File: src/rtl/uart_pkg.sv
// Shared UART definitions: receiver state encoding, data-width selection and
// the parity helper that the transmitter will also use.
package uart_pkg;

   typedef enum logic [2:0] {
      IDLE,
      START,
      DATA,
      PARITY,
      STOP
   } rx_state_t;

   localparam logic [1:0] DATA_BITS_5 = 2'b00;
   localparam logic [1:0] DATA_BITS_6 = 2'b01;
   localparam logic [1:0] DATA_BITS_7 = 2'b10;
   localparam logic [1:0] DATA_BITS_8 = 2'b11;

   function automatic logic [3:0] data_bits_count(input logic [1:0] sel);
      logic [3:0] n;
      case (sel)
         DATA_BITS_5: n = 4'd5;
         DATA_BITS_6: n = 4'd6;
         DATA_BITS_7: n = 4'd7;
         default:     n = 4'd8;
      endcase
      return n;
   endfunction

   // Parity over the low nbits of data; odd selects odd parity.
   function automatic logic parity_bit(input logic [7:0] data,
                                       input logic [3:0] nbits,
                                       input logic       odd);
      logic acc;
      acc = odd;
      for (int i = 0; i < 8; i++) begin
         if (4'(i) < nbits) begin
            acc = acc ^ data[i];
         end
      end
      return acc;
   endfunction

endpackage

File: src/rtl/uart_rx_sync.sv
// Metastability synchronizer for the asynchronous rx line, plus the
// previous-sample register used for start-bit falling-edge detection.
module uart_rx_sync
   import uart_pkg::*;
#(
   parameter int SYNC_STAGES = 2
) (
   input  logic clk,
   input  logic rst,
   input  logic rx,
   output logic rx_s,
   output logic fall_edge
);

   logic [SYNC_STAGES-1:0] sync_q;
   logic                   prev_q;

   // Flops reset to the idle-high line level so reset never fakes a start bit.
   always_ff @(posedge clk) begin
      if (rst) begin
         sync_q <= '1;
         prev_q <= 1'b1;
      end else begin
         sync_q <= {sync_q[SYNC_STAGES-2:0], rx};
         prev_q <= sync_q[SYNC_STAGES-1];
      end
   end

   assign rx_s      = sync_q[SYNC_STAGES-1];
   assign fall_edge = prev_q & ~rx_s;

endmodule

File: src/rtl/uart_rx.sv
// UART receiver: oversampled mid-bit sampling with configurable frame format,
// parity/stop checking and a valid/ready holding register toward the host.
module uart_rx
   import uart_pkg::*;
#(
   parameter int OVERSAMPLE  = 16,
   parameter int SYNC_STAGES = 2
) (
   input  logic       clk,
   input  logic       rst,
   input  logic       sample_tick,
   input  logic       rx,
   input  logic [1:0] data_bits_sel,
   input  logic       parity_en,
   input  logic       parity_odd,
   input  logic       stop2,
   output logic [7:0] rx_data,
   output logic       rx_valid,
   input  logic       rx_ready,
   output logic       parity_err,
   output logic       frame_err,
   output logic       overrun_err,
   output logic       busy
);

   localparam int             TW        = $clog2(OVERSAMPLE);
   localparam logic [TW-1:0]  TICK_LAST = TW'(OVERSAMPLE - 1);
   localparam logic [TW-1:0]  HALF_LAST = TW'(OVERSAMPLE / 2 - 1);

   logic          rx_s;
   logic          fall_edge;

   rx_state_t     state_q;
   rx_state_t     state_next;
   logic [TW-1:0] tick_cnt;
   logic [3:0]    bit_cnt;
   logic [7:0]    data_q;
   logic [3:0]    nbits_q;
   logic          par_en_q;
   logic          par_odd_q;
   logic          stop2_q;
   logic          par_err_pend;
   logic          frame_err_pend;

   logic          tick_clr;
   logic          tick_inc;
   logic          bit_clr;
   logic          bit_inc;
   logic          latch_cfg;
   logic          cap_data;
   logic          cap_parity;
   logic          cap_stop;
   logic          frame_done;
   logic          at_half;
   logic          at_full;
   logic          frame_err_final;

   uart_rx_sync #(
      .SYNC_STAGES(SYNC_STAGES)
   ) u_sync (
      .clk       (clk),
      .rst       (rst),
      .rx        (rx),
      .rx_s      (rx_s),
      .fall_edge (fall_edge)
   );

   assign at_half = sample_tick && (tick_cnt == HALF_LAST);
   assign at_full = sample_tick && (tick_cnt == TICK_LAST);

   always_ff @(posedge clk) begin
      if (rst) begin
         state_q <= IDLE;
      end else begin
         state_q <= state_next;
      end
   end

   // Next-state logic and datapath strobes; counters only move on ticks.
   always_comb begin
      state_next = state_q;
      tick_clr   = 1'b0;
      tick_inc   = 1'b0;
      bit_clr    = 1'b0;
      bit_inc    = 1'b0;
      latch_cfg  = 1'b0;
      cap_data   = 1'b0;
      cap_parity = 1'b0;
      cap_stop   = 1'b0;
      frame_done = 1'b0;

      case (state_q)
         IDLE: begin
            if (fall_edge) begin
               state_next = START;
               tick_clr   = 1'b1;
               latch_cfg  = 1'b1;
            end
         end
         START: begin
            if (at_half) begin
               tick_clr = 1'b1;
               bit_clr  = 1'b1;
               state_next = rx_s ? IDLE : DATA;
            end else if (sample_tick) begin
               tick_inc = 1'b1;
            end
         end
         DATA: begin
            if (at_full) begin
               tick_clr = 1'b1;
               cap_data = 1'b1;
               if (bit_cnt == nbits_q - 4'd1) begin
                  bit_clr    = 1'b1;
                  state_next = par_en_q ? PARITY : STOP;
               end else begin
                  bit_inc = 1'b1;
               end
            end else if (sample_tick) begin
               tick_inc = 1'b1;
            end
         end
         PARITY: begin
            if (at_full) begin
               tick_clr   = 1'b1;
               cap_parity = 1'b1;
               bit_clr    = 1'b1;
               state_next = STOP;
            end else if (sample_tick) begin
               tick_inc = 1'b1;
            end
         end
         STOP: begin
            if (at_full) begin
               tick_clr = 1'b1;
               cap_stop = 1'b1;
               if (stop2_q && (bit_cnt == 4'd0)) begin
                  bit_inc = 1'b1;
               end else begin
                  frame_done = 1'b1;
                  state_next = IDLE;
               end
            end else if (sample_tick) begin
               tick_inc = 1'b1;
            end
         end
         default: begin
            state_next = IDLE;
         end
      endcase
   end

   always_ff @(posedge clk) begin
      if (rst) begin
         tick_cnt       <= '0;
         bit_cnt        <= '0;
         data_q         <= '0;
         nbits_q        <= 4'd8;
         par_en_q       <= 1'b0;
         par_odd_q      <= 1'b0;
         stop2_q        <= 1'b0;
         par_err_pend   <= 1'b0;
         frame_err_pend <= 1'b0;
      end else begin
         if (tick_clr) begin
            tick_cnt <= '0;
         end else if (tick_inc) begin
            tick_cnt <= tick_cnt + 1'b1;
         end

         if (bit_clr) begin
            bit_cnt <= '0;
         end else if (bit_inc) begin
            bit_cnt <= bit_cnt + 4'd1;
         end

         if (latch_cfg) begin
            nbits_q        <= data_bits_count(data_bits_sel);
            par_en_q       <= parity_en;
            par_odd_q      <= parity_odd;
            stop2_q        <= stop2;
            data_q         <= '0;
            par_err_pend   <= 1'b0;
            frame_err_pend <= 1'b0;
         end

         if (cap_data) begin
            data_q[bit_cnt[2:0]] <= rx_s;
         end

         if (cap_parity && (rx_s != parity_bit(data_q, nbits_q, par_odd_q))) begin
            par_err_pend <= 1'b1;
         end

         if (cap_stop && !rx_s) begin
            frame_err_pend <= 1'b1;
         end
      end
   end

   // The final stop sample lands in the same cycle as the load, so fold it in.
   assign frame_err_final = frame_err_pend | ~rx_s;

   always_ff @(posedge clk) begin
      if (rst) begin
         rx_data     <= '0;
         rx_valid    <= 1'b0;
         parity_err  <= 1'b0;
         frame_err   <= 1'b0;
         overrun_err <= 1'b0;
      end else begin
         overrun_err <= 1'b0;
         if (frame_done && (!rx_valid || rx_ready)) begin
            rx_data    <= data_q;
            parity_err <= par_err_pend;
            frame_err  <= frame_err_final;
            rx_valid   <= 1'b1;
         end else begin
            if (frame_done) begin
               overrun_err <= 1'b1;
            end
            if (rx_valid && rx_ready) begin
               rx_valid <= 1'b0;
            end
         end
      end
   end

   assign busy = (state_q != IDLE);

endmodule

File: config.mk
export PLATFORM = sky130hd
export DESIGN_NAME = uart_rx
export DESIGN_NICKNAME = d
export VERILOG_FILES = /design/src/rtl/uart_pkg.sv /design/src/rtl/uart_rx_sync.sv /design/src/rtl/uart_rx.sv
export SDC_FILE = /design/constraint.sdc
export NUM_CORES = 1
export LEC_CHECK = 0
export ABC_AREA = 1
export BUFFER_PORTS_ARGS = -buffer_cell sky130_fd_sc_hd__buf_2
export CORE_ASPECT_RATIO = 1.75
export CORE_MARGIN = 3
export CORE_UTILIZATION = 45
export DETAILED_ROUTE_END_ITERATION = 8
export SYNTH_ARGS = -nofsm -noshare
export SYNTH_HDL_FRONTEND = slang
export SYNTH_SLANG_ARGS = --single-unit
File: constraint.sdc
create_clock -name clk -period 2.3 [get_ports clk]
set_input_delay 0.345 -clock clk [delete_from_list [all_inputs] [get_ports clk]]
set_output_delay 0.345 -clock clk [all_outputs]
set_load 0.01 [all_outputs]
# Word level (Yosys, flattened, before mapping)
# Index checks and enable logic that the tools add are counted.
# totals
regBits	43
input_bits	10
out_inout_bits	13
# op_classes
add_sub_neg	3
n_lt_le_gt_ge	10
eq_ne	17
muxes	62
n_bitwise	11
n_reduce_logical	23
# ops
cell	count
$mux W1	42
$mux W3	8
$mux W8	3
$lt A3 B4 Y1 const A	4
$pmux W3 S5	1
$ne A2 B2 Y1 const B	7
$pmux W4 S3	1
$add A4 B1 Y4 const B	2
$bwmux W8	1
$logic_and A1 B1 Y1	8
$lt A1 B4 Y1 const A	2
$lt A2 B4 Y1 const A	2
$xor A1 B1 Y1	8
$reduce_and A7 Y1	1
$eq A3 B2 Y1 const B	2
$pmux W1 S3	2
$reduce_bool A2 Y1	3
$reduce_or A2 Y1	3
$eq A4 B3 Y1 const B	1
$eq A4 B4 Y1	1
$eq A4 B4 Y1 const B	1
$logic_not A4 Y1	1
$lt A3 B4 Y1 const B	1
$pmux W1 S2	2
18 further kinds	19

# Logic depth before layout (Yosys ltp)
# logic_depth
ltp_word	27
mapped_depth	15
depth_no_buf	15

# Modules after synthesis
# A second synthesis with hierarchy kept.
# hier_totals
hier_cells	344
hier_area_um2	2413.6
# modules_own_cells
module	instances	cells_each	area_each_um2	seq_area_each_um2
uart_rx	1	332	2319.7	800.8
uart_rx_sync	1	12	93.8	60.1

# Least setup slack after synthesis
# No wires, ideal clock.
# synth_path
kind	register to register
startpoint	register nbits_q[0]
endpoint	register state_q[1]
setup_time_ns	0.127
arrival_time_ns	1.487
path_slack_ns	0.686
stages_incl_launch_ff	11
n_path_buf	0
period_less_slack_ns	1.614
cell_sequence	dfxtp_1 -> inv_1 -> ha_1 -> xor2_1 -> o21ai_1 -> nor2_1 -> nand2_1 -> nand2_1 -> nand4_2 -> o21ai_1 -> nor2_1
# synth_via
elab_chain_len	4
# synth_rtl
element	line_no	source
start, declared	uart_rx.sv:38	logic [3:0] nbits_q;
start signal, assigned	uart_rx.sv:178	nbits_q <= data_bits_count(data_bits_sel);
$sub A4 B1 Y4	uart_rx.sv:113	if (bit_cnt == nbits_q - 4'd1) begin
$eq A4 B4 Y1	uart_rx.sv:113	
$ne A2 B2 Y1 (no source line)	-	
$reduce_and A7 Y1 (no source line)	-	
end signal, assigned	uart_rx.sv:75	state_q <= state_next;
end, declared	uart_rx.sv:33	rx_state_t state_q;
# No other way between the ends.
# A chain may end at the register's enable or synchronous reset.

# Final worst setup path
# layout_path
startpoint	register nbits_q[0]
endpoint	register bit_cnt[0]
# layout_via
elab_chain_len	6
word_cells_on_any_way	9
# layout_rtl
element	line_no	source
$sub A4 B1 Y4 (*)	uart_rx.sv:113	
$eq A4 B4 Y1 (*)	uart_rx.sv:113	
$mux W1	uart_rx.sv:113	
$mux W1	uart_rx.sv:110	if (at_full) begin
$pmux W1 S3	uart_rx.sv:92	case (state_q)
$reduce_or A2 Y1 (no source line)	-	
end signal, assigned	uart_rx.sv:174	bit_cnt <= bit_cnt + 4'd1;
end, declared	uart_rx.sv:36	logic [3:0] bit_cnt;
# Every way passes the cells marked *; elsewhere a longest branch is shown, timed or not.

==> qor.yml <==
rsz0062_at_grt: "no"
outcome: "completed"
period_minus_slack_ns: 1.795
die-area_mm2: 0.006008
setup_tns_ns: 0
cp_num_buf_inv: 1
synth_enable_flop_cells: 0
cp_slowest_stage_delay_ns: 0.39
via_per_inst: 5.090
internal_power_uw: 1253
drc: 0
post_drt_wl_per_cell_um: 12.48
root_buffer: "clkbuf_8"
ys_types: 35
dr.pass1.iters: 5
cpMaxStageDelayCell: "dfxtp_1"
switchingPower_uw: 579.4
syn_area_per_cell_um2: 7.038
start_util_pct: 47.75
worstSetupPathType: "reg -> reg"
drt_wl_total_mm: 5.005
synth_top_area_share_pct: 37.64
r2r_setup_slack_ns: 0.51
grt_remaining_overflow: 0
p_leak_uw: 0.001180
antenna_found_initial: 0
drive_above_1_share_pct: 15.47
setup_ws_ns: 0.5052
vias: 2041
async_flop_share_pct: 0
antenna_cells: 0
worst_slew_pin_slew_ns: 0.5388
critical_path_depth: 8
die_h_um: 100.3
cp-start-kind: "flop"
clk_latency_ns: 0.30
cts_buffers: 5
hold_path.class: "in -> reg"
final_hold_viol_count: 0
dpl.hpwl_mm: 3.896
yosys_most_used_dff: "dfxtp_1"
place.gp.congestion: 0.8749
die_width_um: 59.89
grt_pass1_wl_mm: 8.473
yosys_warnings: 0
critPathArrivalTime_ns: 1.96
ios: 23
clk_pin_slew_ns: 0.08
post_cts_buffers: 0
post-place-ws_ns: 0.4991
drtIter0Drc: 54
ant_nets: 0
fmaxAchievable_mhz: 557.2
port_buffers: 22
ys_seq_area_share_pct: 37.64
clockBufferDepth: 2
setup.worst_path.start: "nbits_q[0]$_SDFFE_PP0P_"
synthCells: 325
placed_area_mm2: 0.002434
maxSlewHeadroom_pct: 64.01
crit_end: "bit_cnt[0]$_SDFFE_PP0P_"
required_ns: 2.47
period_share_pct: 78.03
setup_viol: 0
comb_power_share_pct: 22.1
fin_skew_ns: 0.008062
grt_usage_pct: 18.30
holdWs_ns: 0.2218
cts_tree: "yes"
seqPwrFrac_pct: 45.5
cts.sinks: 43
crit_family: "compound AO/OA/AOI/OAI gates"
ys_ff_latch: 43
powerDensity_mw_per_mm2: 719.8
synth.cell_area_mm2: 0.002287
cts_hold_buf: 0
post_cts_resized: 0
synth_fp_nets: 345
row_count: 33
slew_viol_final: 0
cap_violations: 0
synth_area_leaders: "dfxtp_1 (38%), nand2_1 (12%), inv_1 (6.6%), nor2_1 (5.7%), a21oi_1 (5.7%)"
yosysTopAreaCell: "dfxtp_1"
clkPwrFrac_pct: 32.5
grt_pass1_vias: 1932
p_sw_share_pct: 31.61
syn_to_final_growth_pct: 11.32
rr_worst_depth: 8
end_kind: "flop"
max-vdd-ir-drop_v: 0.0005137
synth_most_common_cell: "nand2_1"
rr_endpoint: "bit_cnt[0]$_SDFFE_PP0P_"
worstPathCellList: "inv_1 -> ha_1 -> xor2_1 -> o21ai_1 -> nor2_1 -> nand2_1 -> o211ai_1 -> a21oi_1"
worstPathMaxFanout: 5
grt_max_degree: 19
synth_commonest_cells: "nand2_1 (74), dfxtp_1 (43), inv_1 (40)"
cts.htree.levels: 2
r2r-start: "nbits_q[0]$_SDFFE_PP0P_"
core_area_mm2: 0.004790
nets: 368
final_cell_area_mm2: 0.002546
==> sequential cells by signal, indices dropped and copies added (netlist names) <==
| name | cells |
|---|---|
| bit_cnt | 4 |
| data_q | 8 |
| frame_err | 1 |
| frame_err_pend | 1 |
| nbits_q | 4 |
| overrun_err | 1 |
| par_en_q | 1 |
| par_err_pend | 1 |
| par_odd_q | 1 |
| parity_err | 1 |
| rx_data | 8 |
| rx_valid | 1 |
| state_q | 3 |
| stop2_q | 1 |
| tick_cnt | 4 |
| u_sync.prev_q | 1 |
| u_sync.sync_q | 2 |
==> worst register-to-register path: cells and delay by family (launching register included) <==
| kind | cells | cell delay [ns] |
|---|---|---|
| fa+ha+maj | 1 | 0.30 |
| flops | 1 | 0.39 |
| xor+xnor | 1 | 0.14 |
| buf+inv | 1 | 0.12 |
| compound gates | 3 | 0.50 |
| simple gates | 2 | 0.23 |
==> metrics by stage <==
stage	utilization (%)	std cells	power, uW
detailed placement	50.81	393	1260
global placement	50.81	393	1257
finish	53.16	401	1833
CTS	53.16	401	1855
floorplan	-	325	1162
global route	53.16	401	1961
==> cells by family after synthesis <==
logic type	synth area share (%)
AND/OR/NAND/NOR	28.94
AO/OA/AOI/OAI	14.72
buffers and inverters	9.299
flip-flops	37.64
adder cells (fa/ha/maj)	5.470
XOR/XNOR	3.447
multiplexers	0.4923
==> final cells by class <==
type | count | area (um^2)
clock buffer | 5 | 68.82
multi-input combinational | 228 | 1214
tap | 52 | 65.06
fill | 491 | 2243
inverter | 47 | 176.4
clock inverter | 3 | 43.79
sequential | 43 | 860.8
timing repair buffer | 23 | 117.6
==> layout by cell type, fill, tap and decap left out, types with 2 or more instances in the layout <==
master / netlist / layout
a21oi_1: 26 / 26
buf_2: 2 / 22
clkbuf_8: 0 / 5
dfxtp_1: 43 / 43
ha_1: 10 / 10
inv_1: 40 / 40
inv_2: 6 / 6
nand2_1: 74 / 74
nand2_2: 2 / 2
nand3_1: 12 / 12
nand3_2: 3 / 3
nand4_1: 7 / 7
nor2_1: 35 / 35
nor2_2: 4 / 4
o211ai_1: 2 / 2
o21ai_0: 23 / 23
o21ai_1: 6 / 6
or2_2: 2 / 2
xnor2_1: 2 / 2
xor2_1: 7 / 7
==> worst min path at each step <==
stage                                           start                           to  depth (start not counted)
after floorplan           u_sync.sync_q[0]$_SDFF_PP1_  u_sync.sync_q[1]$_SDFF_PP1_                          1
after global placement    u_sync.sync_q[0]$_SDFF_PP1_  u_sync.sync_q[1]$_SDFF_PP1_                          1
after detailed placement  u_sync.sync_q[0]$_SDFF_PP1_  u_sync.sync_q[1]$_SDFF_PP1_                          1
after CTS                                          rx  u_sync.sync_q[0]$_SDFF_PP1_                          2
after global routing                               rx  u_sync.sync_q[0]$_SDFF_PP1_                          2
final                                              rx  u_sync.sync_q[0]$_SDFF_PP1_                          2
==> power by group through the flow <==
stage / registers, uW / logic (uW) / clock network, uW
5_1_grt: 839 / 473 / 649
3_3_place_gp: 851 / 407 / 0
3_5_place_dp: 852 / 408 / 0
4_1_cts: 834 / 409 / 613
6_report: 833 / 405 / 595
2_1_floorplan: 838 / 324 / 0
==> metal layers <==
| metal | up-vias | wire length, um | track usage [%] |
|---|---|---|---|
| li1 | 1091 | - | - |
| met1 | 911 | 2123 | 20.16 |
| met2 | 31 | 2644 | 32.08 |
| met3 | 8 | 136 | 3.604 |
| met4 | 0 | 101 | 8.874 |
| met5 | - | 0 | 0 |
No activity file was read; power rests on OpenSTA's default activity.
